[config.mk]
export PLATFORM = sky130hd
export DESIGN_NAME = traffic_phase_timer
export DESIGN_NICKNAME = d
export VERILOG_FILES = /design/src/rtl/tlc_timing_pkg.sv /design/src/rtl/traffic_phase_timer_tick_gen.sv /design/src/rtl/traffic_phase_timer.sv
export SDC_FILE = /design/constraint.sdc
export NUM_CORES = 1
export LEC_CHECK = 0
export BUFFER_PORTS_ARGS = -buffer_cell sky130_fd_sc_hd__buf_2
export CORE_MARGIN = 2
export CORE_UTILIZATION = 53
export DETAILED_ROUTE_END_ITERATION = 7
export HOLD_SLACK_MARGIN = 0.15
export PLACE_DENSITY = 0.87
export SYNTH_ARGS = -nofsm -noshare
export SYNTH_HDL_FRONTEND = slang
export SYNTH_SLANG_ARGS = --single-unit
[constraint.sdc]
create_clock -name clk -period 2.3 [get_ports clk]
set_input_delay 0.46 -clock clk [delete_from_list [all_inputs] [get_ports clk]]
set_output_delay 0.46 -clock clk [all_outputs]
set_load 0.01 [all_outputs]
[src/rtl/tlc_timing_pkg.sv]
// rtl/tlc_timing_pkg.sv - shared thresholds and encodings for the traffic-light controller and its timer
package tlc_timing_pkg;

  localparam int DEF_CNT_W    = 8;
  localparam int DEF_PRESCALE = 50;
  localparam int DEF_T_RED    = 30;
  localparam int DEF_T_GREEN  = 90;
  localparam int DEF_T_YEL    = 100;

  typedef enum logic [3:0] {
    SIDE_N = 4'b0001,
    SIDE_E = 4'b0010,
    SIDE_S = 4'b0100,
    SIDE_W = 4'b1000
  } side_t;

  typedef enum logic [1:0] {
    CTL_RED    = 2'd0,
    CTL_GREEN  = 2'd1,
    CTL_YELLOW = 2'd2
  } ctl_state_t;

  // A prescaler of 1 still needs a one-bit register.
  function automatic int presc_width(input int prescale);
    return (prescale > 1) ? $clog2(prescale) : 1;
  endfunction

endpackage

[src/rtl/traffic_phase_timer_tick_gen.sv]
// rtl/traffic_phase_timer_tick_gen.sv - prescaler producing one tick every PRESCALE clocks
module tick_gen
  import tlc_timing_pkg::*;
#(
  parameter int PRESCALE = DEF_PRESCALE
) (
  input  logic clk,
  input  logic reset,
  input  logic clr,
  input  logic hold,
  output logic tick
);

  localparam int              PW   = presc_width(PRESCALE);
  localparam logic [PW-1:0]   LAST = PW'(PRESCALE - 1);

  logic [PW-1:0] presc;

  assign tick = !clr && !hold && (presc == LAST);

  always_ff @(posedge clk or negedge reset) begin
    if (!reset) begin
      presc <= '0;
    end else if (clr) begin
      presc <= '0;
    end else if (!hold) begin
      presc <= (presc == LAST) ? '0 : presc + 1'b1;
    end
  end

endmodule

[src/rtl/traffic_phase_timer.sv]
// rtl/traffic_phase_timer.sv - saturating tick counter with threshold flags and sticky timeout
module traffic_phase_timer
  import tlc_timing_pkg::*;
#(
  parameter int CNT_W    = DEF_CNT_W,
  parameter int PRESCALE = DEF_PRESCALE,
  parameter int T_RED    = DEF_T_RED,
  parameter int T_GREEN  = DEF_T_GREEN,
  parameter int T_YEL    = DEF_T_YEL
) (
  input  logic             clk,
  input  logic             reset,
  input  logic             clear,
  input  logic             hold,
  output logic [CNT_W-1:0] count,
  output logic             count_eq30,
  output logic             count_eq90,
  output logic             count_eq100,
  output logic             count_g_100,
  output logic             timeout
);

  localparam logic [CNT_W-1:0] CNT_MAX = '1;
  localparam logic [CNT_W-1:0] CNT_PRE = {{(CNT_W-1){1'b1}}, 1'b0};

  logic tick;

  tick_gen #(
    .PRESCALE(PRESCALE)
  ) u_tick_gen (
    .clk  (clk),
    .reset(reset),
    .clr  (clear),
    .hold (hold),
    .tick (tick)
  );

  // tick already excludes clear and hold, so only clear needs priority here.
  always_ff @(posedge clk or negedge reset) begin
    if (!reset) begin
      count   <= '0;
      timeout <= 1'b0;
    end else if (clear) begin
      count   <= '0;
      timeout <= 1'b0;
    end else if (tick && (count != CNT_MAX)) begin
      count <= count + 1'b1;
      if (count == CNT_PRE) timeout <= 1'b1;
    end
  end

  // Decodes look only at the count register so the controller sees stable levels.
  assign count_eq30  = (count == CNT_W'(T_RED));
  assign count_eq90  = (count == CNT_W'(T_GREEN));
  assign count_eq100 = (count == CNT_W'(T_YEL));
  assign count_g_100 = (count >  CNT_W'(T_YEL));

endmodule

==> results of run 1 <==
[power by group]
group,internal [mW],switching [mW]
registers,0.266,0.00312
clock network,0.0647,0.0926
logic,0.0104,0.0173
[how the worst max path moves through the flow]
stage	to	slack [ns]	cells after the start
3_5_place_dp	count_eq90	0.32	5
2_1_floorplan	count_eq90	0.35	4
4_1_cts	count_eq90	0.02	4
6_report	count_eq90	0.07	5
3_3_place_gp	count_eq90	0.40	5
5_1_grt	count_eq90	0.02	5
[registers in the layout, indices dropped and copies added, names as in the netlist]
| name | flops |
|---|---|
| u_tick_gen.presc | 6 |
| count | 8 |
| timeout | 1 |
[per-stage QoR]
stage          hold slack (ns)  instances  setup slack, ns  total power [mW]
2_1_floorplan            0.164        101            0.349             0.289
3_3_place_gp             0.374        131            0.399             0.300
3_5_place_dp             0.381        131            0.321             0.301
4_1_cts                  0.469        137           0.0239             0.452
5_1_grt                  0.502        137           0.0165             0.464
6_report                 0.463        137           0.0727             0.454
[what timing repair did]
item,CTS,global route
setup buffers,1,0
hold buffers,1,0
resized for setup,0,6
endpoints found under the setup margin,1,2
endpoints found under the hold margin,15,0
[layout make-up]
| type | instances | area share (%) |
|---|---|---|
| inverter | 5 | 1.74 |
| tap | 17 | 1.98 |
| sequential | 15 | 35.1 |
| clock buffer | 3 | 2.09 |
| clock inverter | 1 | 0.465 |
| multi-input combinational | 78 | 49.5 |
| timing repair buffer | 18 | 9.07 |
[kinds of logic after synthesis]
group	share of synthesized area, %
DFF	39.9
and+or+nand+nor	29.9
AOI/OAI and AO/OA	13.8
adders and majority gates	6.65
buffers and inverters	4.92
xor gates and xnor gates	3.72
muxes	1.06
[layout by cell type, fill, tap and decap left out, drive strengths merged, types with 4 or more instances in the layout]
| cell type | count |
|---|---|
| or4 | 4 |
| ha | 5 |
| nor2 | 5 |
| dfrtp | 15 |
| nand4 | 4 |
| inv | 5 |
| a21oi | 10 |
| nand2 | 11 |
| buf | 17 |
| o21ai | 4 |
| or3 | 5 |
[worst register-to-register path, cell delays in order (launching register included)]
cell,delay [ns]
dfrtp_1,0.41
buf_4,0.15
ha_1,0.25
nand4_1,0.19
o21ai_0,0.23
or4_1,0.56
a21oi_1,0.16
[routing by layer]
layer / GRT usage [%] / share of wire (%) / wire, µm
met2: 32.5 / 46 / 924
met4: 6.86 / 2.3 / 46
met3: 2.35 / 6.2 / 124
met1: 31.5 / 45 / 898
met5: 0 / 0 / 0
==> flow_metrics.tcl, run 1 <==
set metrics [dict create \
    finalCriticalPeriod_ns 2.23 \
    clk_pin_slew_ns 0.10 \
    num_io_pins 17 \
    die_x_um 46.1 \
    finalSetupViolCount 0 \
    area_growth_pct 14.4 \
    worst_r2r_endpoint "count[3]" \
    ys_ff_latch 15 \
    yosysUniqueCellTypes 37 \
    synth_top_area_share_pct 39.9 \
    drc 0 \
    yosys-top-cells-area "dfrtp_1 (40%), ha_1 (6.6%), a21oi_1 (5.3%)" \
    path_buf_inv 2 \
    ys_warn_count 0 \
    seq_area_um2 378 \
    stdcell_area_um2 1080 \
    fillers 148 \
    drt_pre_antenna_iters 4 \
    slowest_stage "or4b_4" \
    hold_path_end "u_tick_gen.presc[1]" \
    worst_slew_pin_slew_ns 0.544 \
    fp.dieH_um 46.1 \
    ys_top_cells_by_count "dfrtp_1 (15), a21oi_1 (10), nand2_1 (10)" \
    detail_route.iter0.violations 23 \
    antenna_found_initial 0 \
    post_dp_cell_area_um2 1010 \
    syn_area_um2 941 \
    worstSetupPathType "register to output pin" \
    clkSinkCount 15 \
    root_buffer "clkbuf_4" \
    synthCells 101 \
    htree_levels 1 \
    cp-end-kind "output pin" \
    wl_um 1990 \
    clock_latency_ns 0.29 \
    maxCapViolCount 0 \
    fin_crit_sh_pct 96.8 \
    power.leakage_nw 0.500 \
    synth_fp_nets 110 \
    hp-start "hold" \
    fin_skew_ns 0.00718 \
    numCtsBuffers 3 \
    worstHoldPathCells 3 \
    groute.usage.overall_pct 21.3 \
    crit_arrival_ns 1.77 \
    ys.flop_type "dfrtp_1" \
    maxSlewViolCount 0 \
    path_delay_family "simple AND/OR/NAND/NOR gates" \
    die-area_um2 2130 \
    drtAntennaViolNets 0 \
    n_antenna_cell 0 \
    peakVddDrop_mv 0.331 \
    timing.rr.start "count[0]" \
    grt_remaining_overflow 0 \
    slowest_delay_ns 0.48 \
    reg2reg_slack_ns 0.26 \
    grt_pass1_wl_um 3260 \
    syn_area_per_cell_um2 9.32 \
    power_density_nw_per_um2 422 \
    io_buffers 16 \
    hp-class "input port to register" \
    grt_pass1_vias 695 \
    yosysMostFrequentCell "dfrtp_1" \
    seq_area_frac_synth_pct 39.9 \
    cp-startpoint "count[0]" \
    multi_input_area_um2 533 \
    slew_headroom_pct 63.3 \
    ff2ff_path_depth 6 \
    core_um2 1690 \
    grt_setup_unrepaired "false" \
    synth_edf_count 0 \
    start_kind "register" \
    timing.fmax_mhz 449 \
    place.gp.congestion 0.843 \
    final_nets 130 \
    wl_per_cell_um 14.5 \
    utilization_pct 63.7 \
    rows 15 \
    cts_tree "done" \
    drive_gt1_share_pct 28.3 \
    vias 847 \
    yosysTopAreaCell "dfrtp_1" \
    tns_ns 0 \
    crit_chain "inv_2 -> ha_1 -> or4b_4 -> nor3b_2 -> buf_2" \
    cts_buffer_depth 2 \
    initial_utilization_pct 55.7 \
    status "finished, final reports clean" \
    cp.required_ns 1.84 \
    dp_hpwl_um 1450 \
    hold_viol_final 0 \
    worstPathMaxFanout 3 \
    grt_max_degree 17 \
    synthArstFlopShare_pct 100 \
    via_per_inst 6.18 \
]
Power figures use the tool's default switching activity.
==> inputs of run 2 (changes only) <==
- REMOVE_ABC_BUFFERS: unset -> 1
==> run 2 against run 1 <==
- global-route usage grew 0.46 points
- first-iteration DRC count shrank 22%
- cell count is the same
- critical path type unchanged
- non-clock buffer count is the same
- utilization grew 0.15 points
- cell area grew 0.23%
- count of clock-buffer cells in the layout is the same
==> flow_metrics.tcl, run 2 (same netlist as run 1, synthesis figures left out) <==
set metrics [dict create \
    clkPwrFrac_pct 35.5 \
    htree_levels 1 \
    drt_pre_antenna_iters 5 \
    antenna_found_initial 0 \
    slowest_delay_ns 0.48 \
    power.leakage_nw 0.497 \
    fin_skew_ns 0.00899 \
    tns_ns 0 \
    crit_chain "inv_2 -> ha_2 -> or4b_4 -> nor3b_2 -> buf_2" \
    fp.dieH_um 46.1 \
    slew_headroom_pct 68.8 \
    p_int_mw 0.342 \
    grt_pass1_wl_um 3290 \
    io_buffers 16 \
    cts_buffer_depth 2 \
    stdcell_area_um2 1080 \
    wl_per_cell_um 15.7 \
    finalCriticalPeriod_ns 2.27 \
    clock_latency_ns 0.31 \
    fin_crit_sh_pct 98.5 \
    grt_max_degree 17 \
    via_per_inst 6.25 \
    power_mw 0.464 \
    finalSetupViolCount 0 \
    maxCapViolCount 0 \
    drive_gt1_share_pct 29.2 \
    maxSlewViolCount 0 \
    switching_share_pct 26.3 \
    place.gp.congestion 0.793 \
    hp-class "input port to register" \
    post_dp_cell_area_um2 1010 \
    die-area_um2 2130 \
    clkSinkCount 15 \
    final_nets 130 \
    regMostFlops "count" \
    drtAntennaViolNets 0 \
    root_buffer "clkbuf_4" \
    grt_remaining_overflow 0 \
    mostFrequentLayoutCells "buf_2 (16), dfrtp_1 (13), nand2_1 (10), a21oi_1 (10), nor2_1 (5)" \
    p_seq_share_pct 58.1 \
    die_x_um 46.1 \
    n_antenna_cell 0 \
    area_growth_pct 14.6 \
    dp_hpwl_um 1530 \
    timing.fmax_mhz 441 \
    drc 0 \
    groute.usage.overall_pct 21.8 \
    vias 856 \
    largest_register_ff_count 8 \
    cp.required_ns 1.84 \
    grt_pass1_vias 774 \
    num_io_pins 17 \
    fillers 133 \
    numCtsBuffers 3 \
    core_um2 1690 \
    final_common_cell "buf_2" \
    slowest_stage "or4b_4" \
    cp-end-kind "output pin" \
    detail_route.iter0.violations 18 \
    crit_arrival_ns 1.81 \
    rows 15 \
    initial_utilization_pct 55.7 \
    fin_hold_ws_ns 0.474 \
    p_comb_share_pct 6.4 \
    start_kind "register" \
    largestRegisters "count: 8 flops, u_tick_gen.presc: 6 flops, timeout: 1 flops" \
    wl_um 2150 \
    power_density_nw_per_um2 430 \
    p_switching_mw 0.122 \
    cts_tree "done" \
    peakVddDrop_mv 0.290 \
    clk_pin_slew_ns 0.09 \
    worstPathMaxFanout 4 \
    hold_viol_final 0 \
    worstSetupPathType "register to output pin" \
    status "finished, final reports clean" \
    worst_slew_pin_slew_ns 0.462 \
]
-- run 2: cell count changes in the layout (fill, tap and decap cells not counted) --
| cell | change |
|---|---|
| ha_1 | -1 |
| ha_2 | +1 |
-- run 2: final timing paths --
| kind | endpoint | cells past startpoint | slack, ns | from |
|---|---|---|---|---|
| worst max-delay path | count_eq90 | 5 | 0.03 | count[0] |
| worst min-delay path | u_tick_gen.presc[1] | 3 | 0.47 | hold |
| max in group asynchronous | count[3] | 2 | 1.45 | reset |
| worst min register to register | timeout | 2 | 0.51 | timeout |
| min in group asynchronous | count[6] | 2 | 0.59 | reset |
| worst max register to register | count[7] | 6 | 0.43 | u_tick_gen.presc[1] |
-- run 2: cell type report --
| cell class | instances | area [µm²] | share of cell area [%] |
|---|---|---|---|
| flip-flops and latches | 15 | 378 | 35.0 |
| clock buffers | 3 | 22.5 | 2.09 |
| clock inverters | 1 | 5.00 | 0.464 |
| inverters | 5 | 18.8 | 1.74 |
| repair buffers | 18 | 97.6 | 9.05 |
| multi-input cells | 78 | 536 | 49.7 |
| well taps | 17 | 21.3 | 1.97 |
-- run 2: critical path, delay by kind of cell (launching register included) --
| family | cells | cell delay [ns] |
|---|---|---|
| AND/OR/NAND/NOR | 2 | 0.66 |
| flip-flops | 1 | 0.43 |
| buffers and inverters | 2 | 0.24 |
| adder cells (fa/ha/maj) | 1 | 0.17 |
-- run 2: repair_timing --
item	CTS	global route
gates resized for setup	1	6
hold buffers	1	0
pin swaps	0	1
endpoints found under the hold margin	15	0
gates cloned	0	0
setup buffers	0	1
endpoints found under the setup margin	1	2
-- run 2: per-layer routing --
| layer | track usage, % | vias to the layer above | routed length (µm) | share of wire [%] |
|---|---|---|---|---|
| met2 | 37.2 | 32 | 1090 | 51 |
| met5 | 0 | - | 0 | 0 |
| li1 | - | 408 | - | - |
| met4 | 10.3 | 0 | 48 | 2.2 |
| met1 | 26.0 | 409 | 914 | 42 |
| met3 | 4.31 | 7 | 96 | 4.5 |
-- run 2: metrics by stage --
stage / utilization [%] / cells / worst slack, ns
2_1_floorplan: - / 98 / 0.349
3_3_place_gp: 60.1 / 131 / 0.397
3_5_place_dp: 60.1 / 131 / 0.300
4_1_cts: 62.3 / 136 / 0.00428
5_1_grt: 63.9 / 137 / -0.00493
6_report: 63.9 / 137 / 0.0343
-- run 2: power groups by stage --
stage	Clock, mW	Combinational, mW	Sequential (mW)
detailed placement	0	0.0290	0.275
floorplan	0	0.0123	0.274
global route	0.168	0.0338	0.270
CTS	0.157	0.0303	0.269
global placement	0	0.0265	0.274
finish	0.165	0.0299	0.269
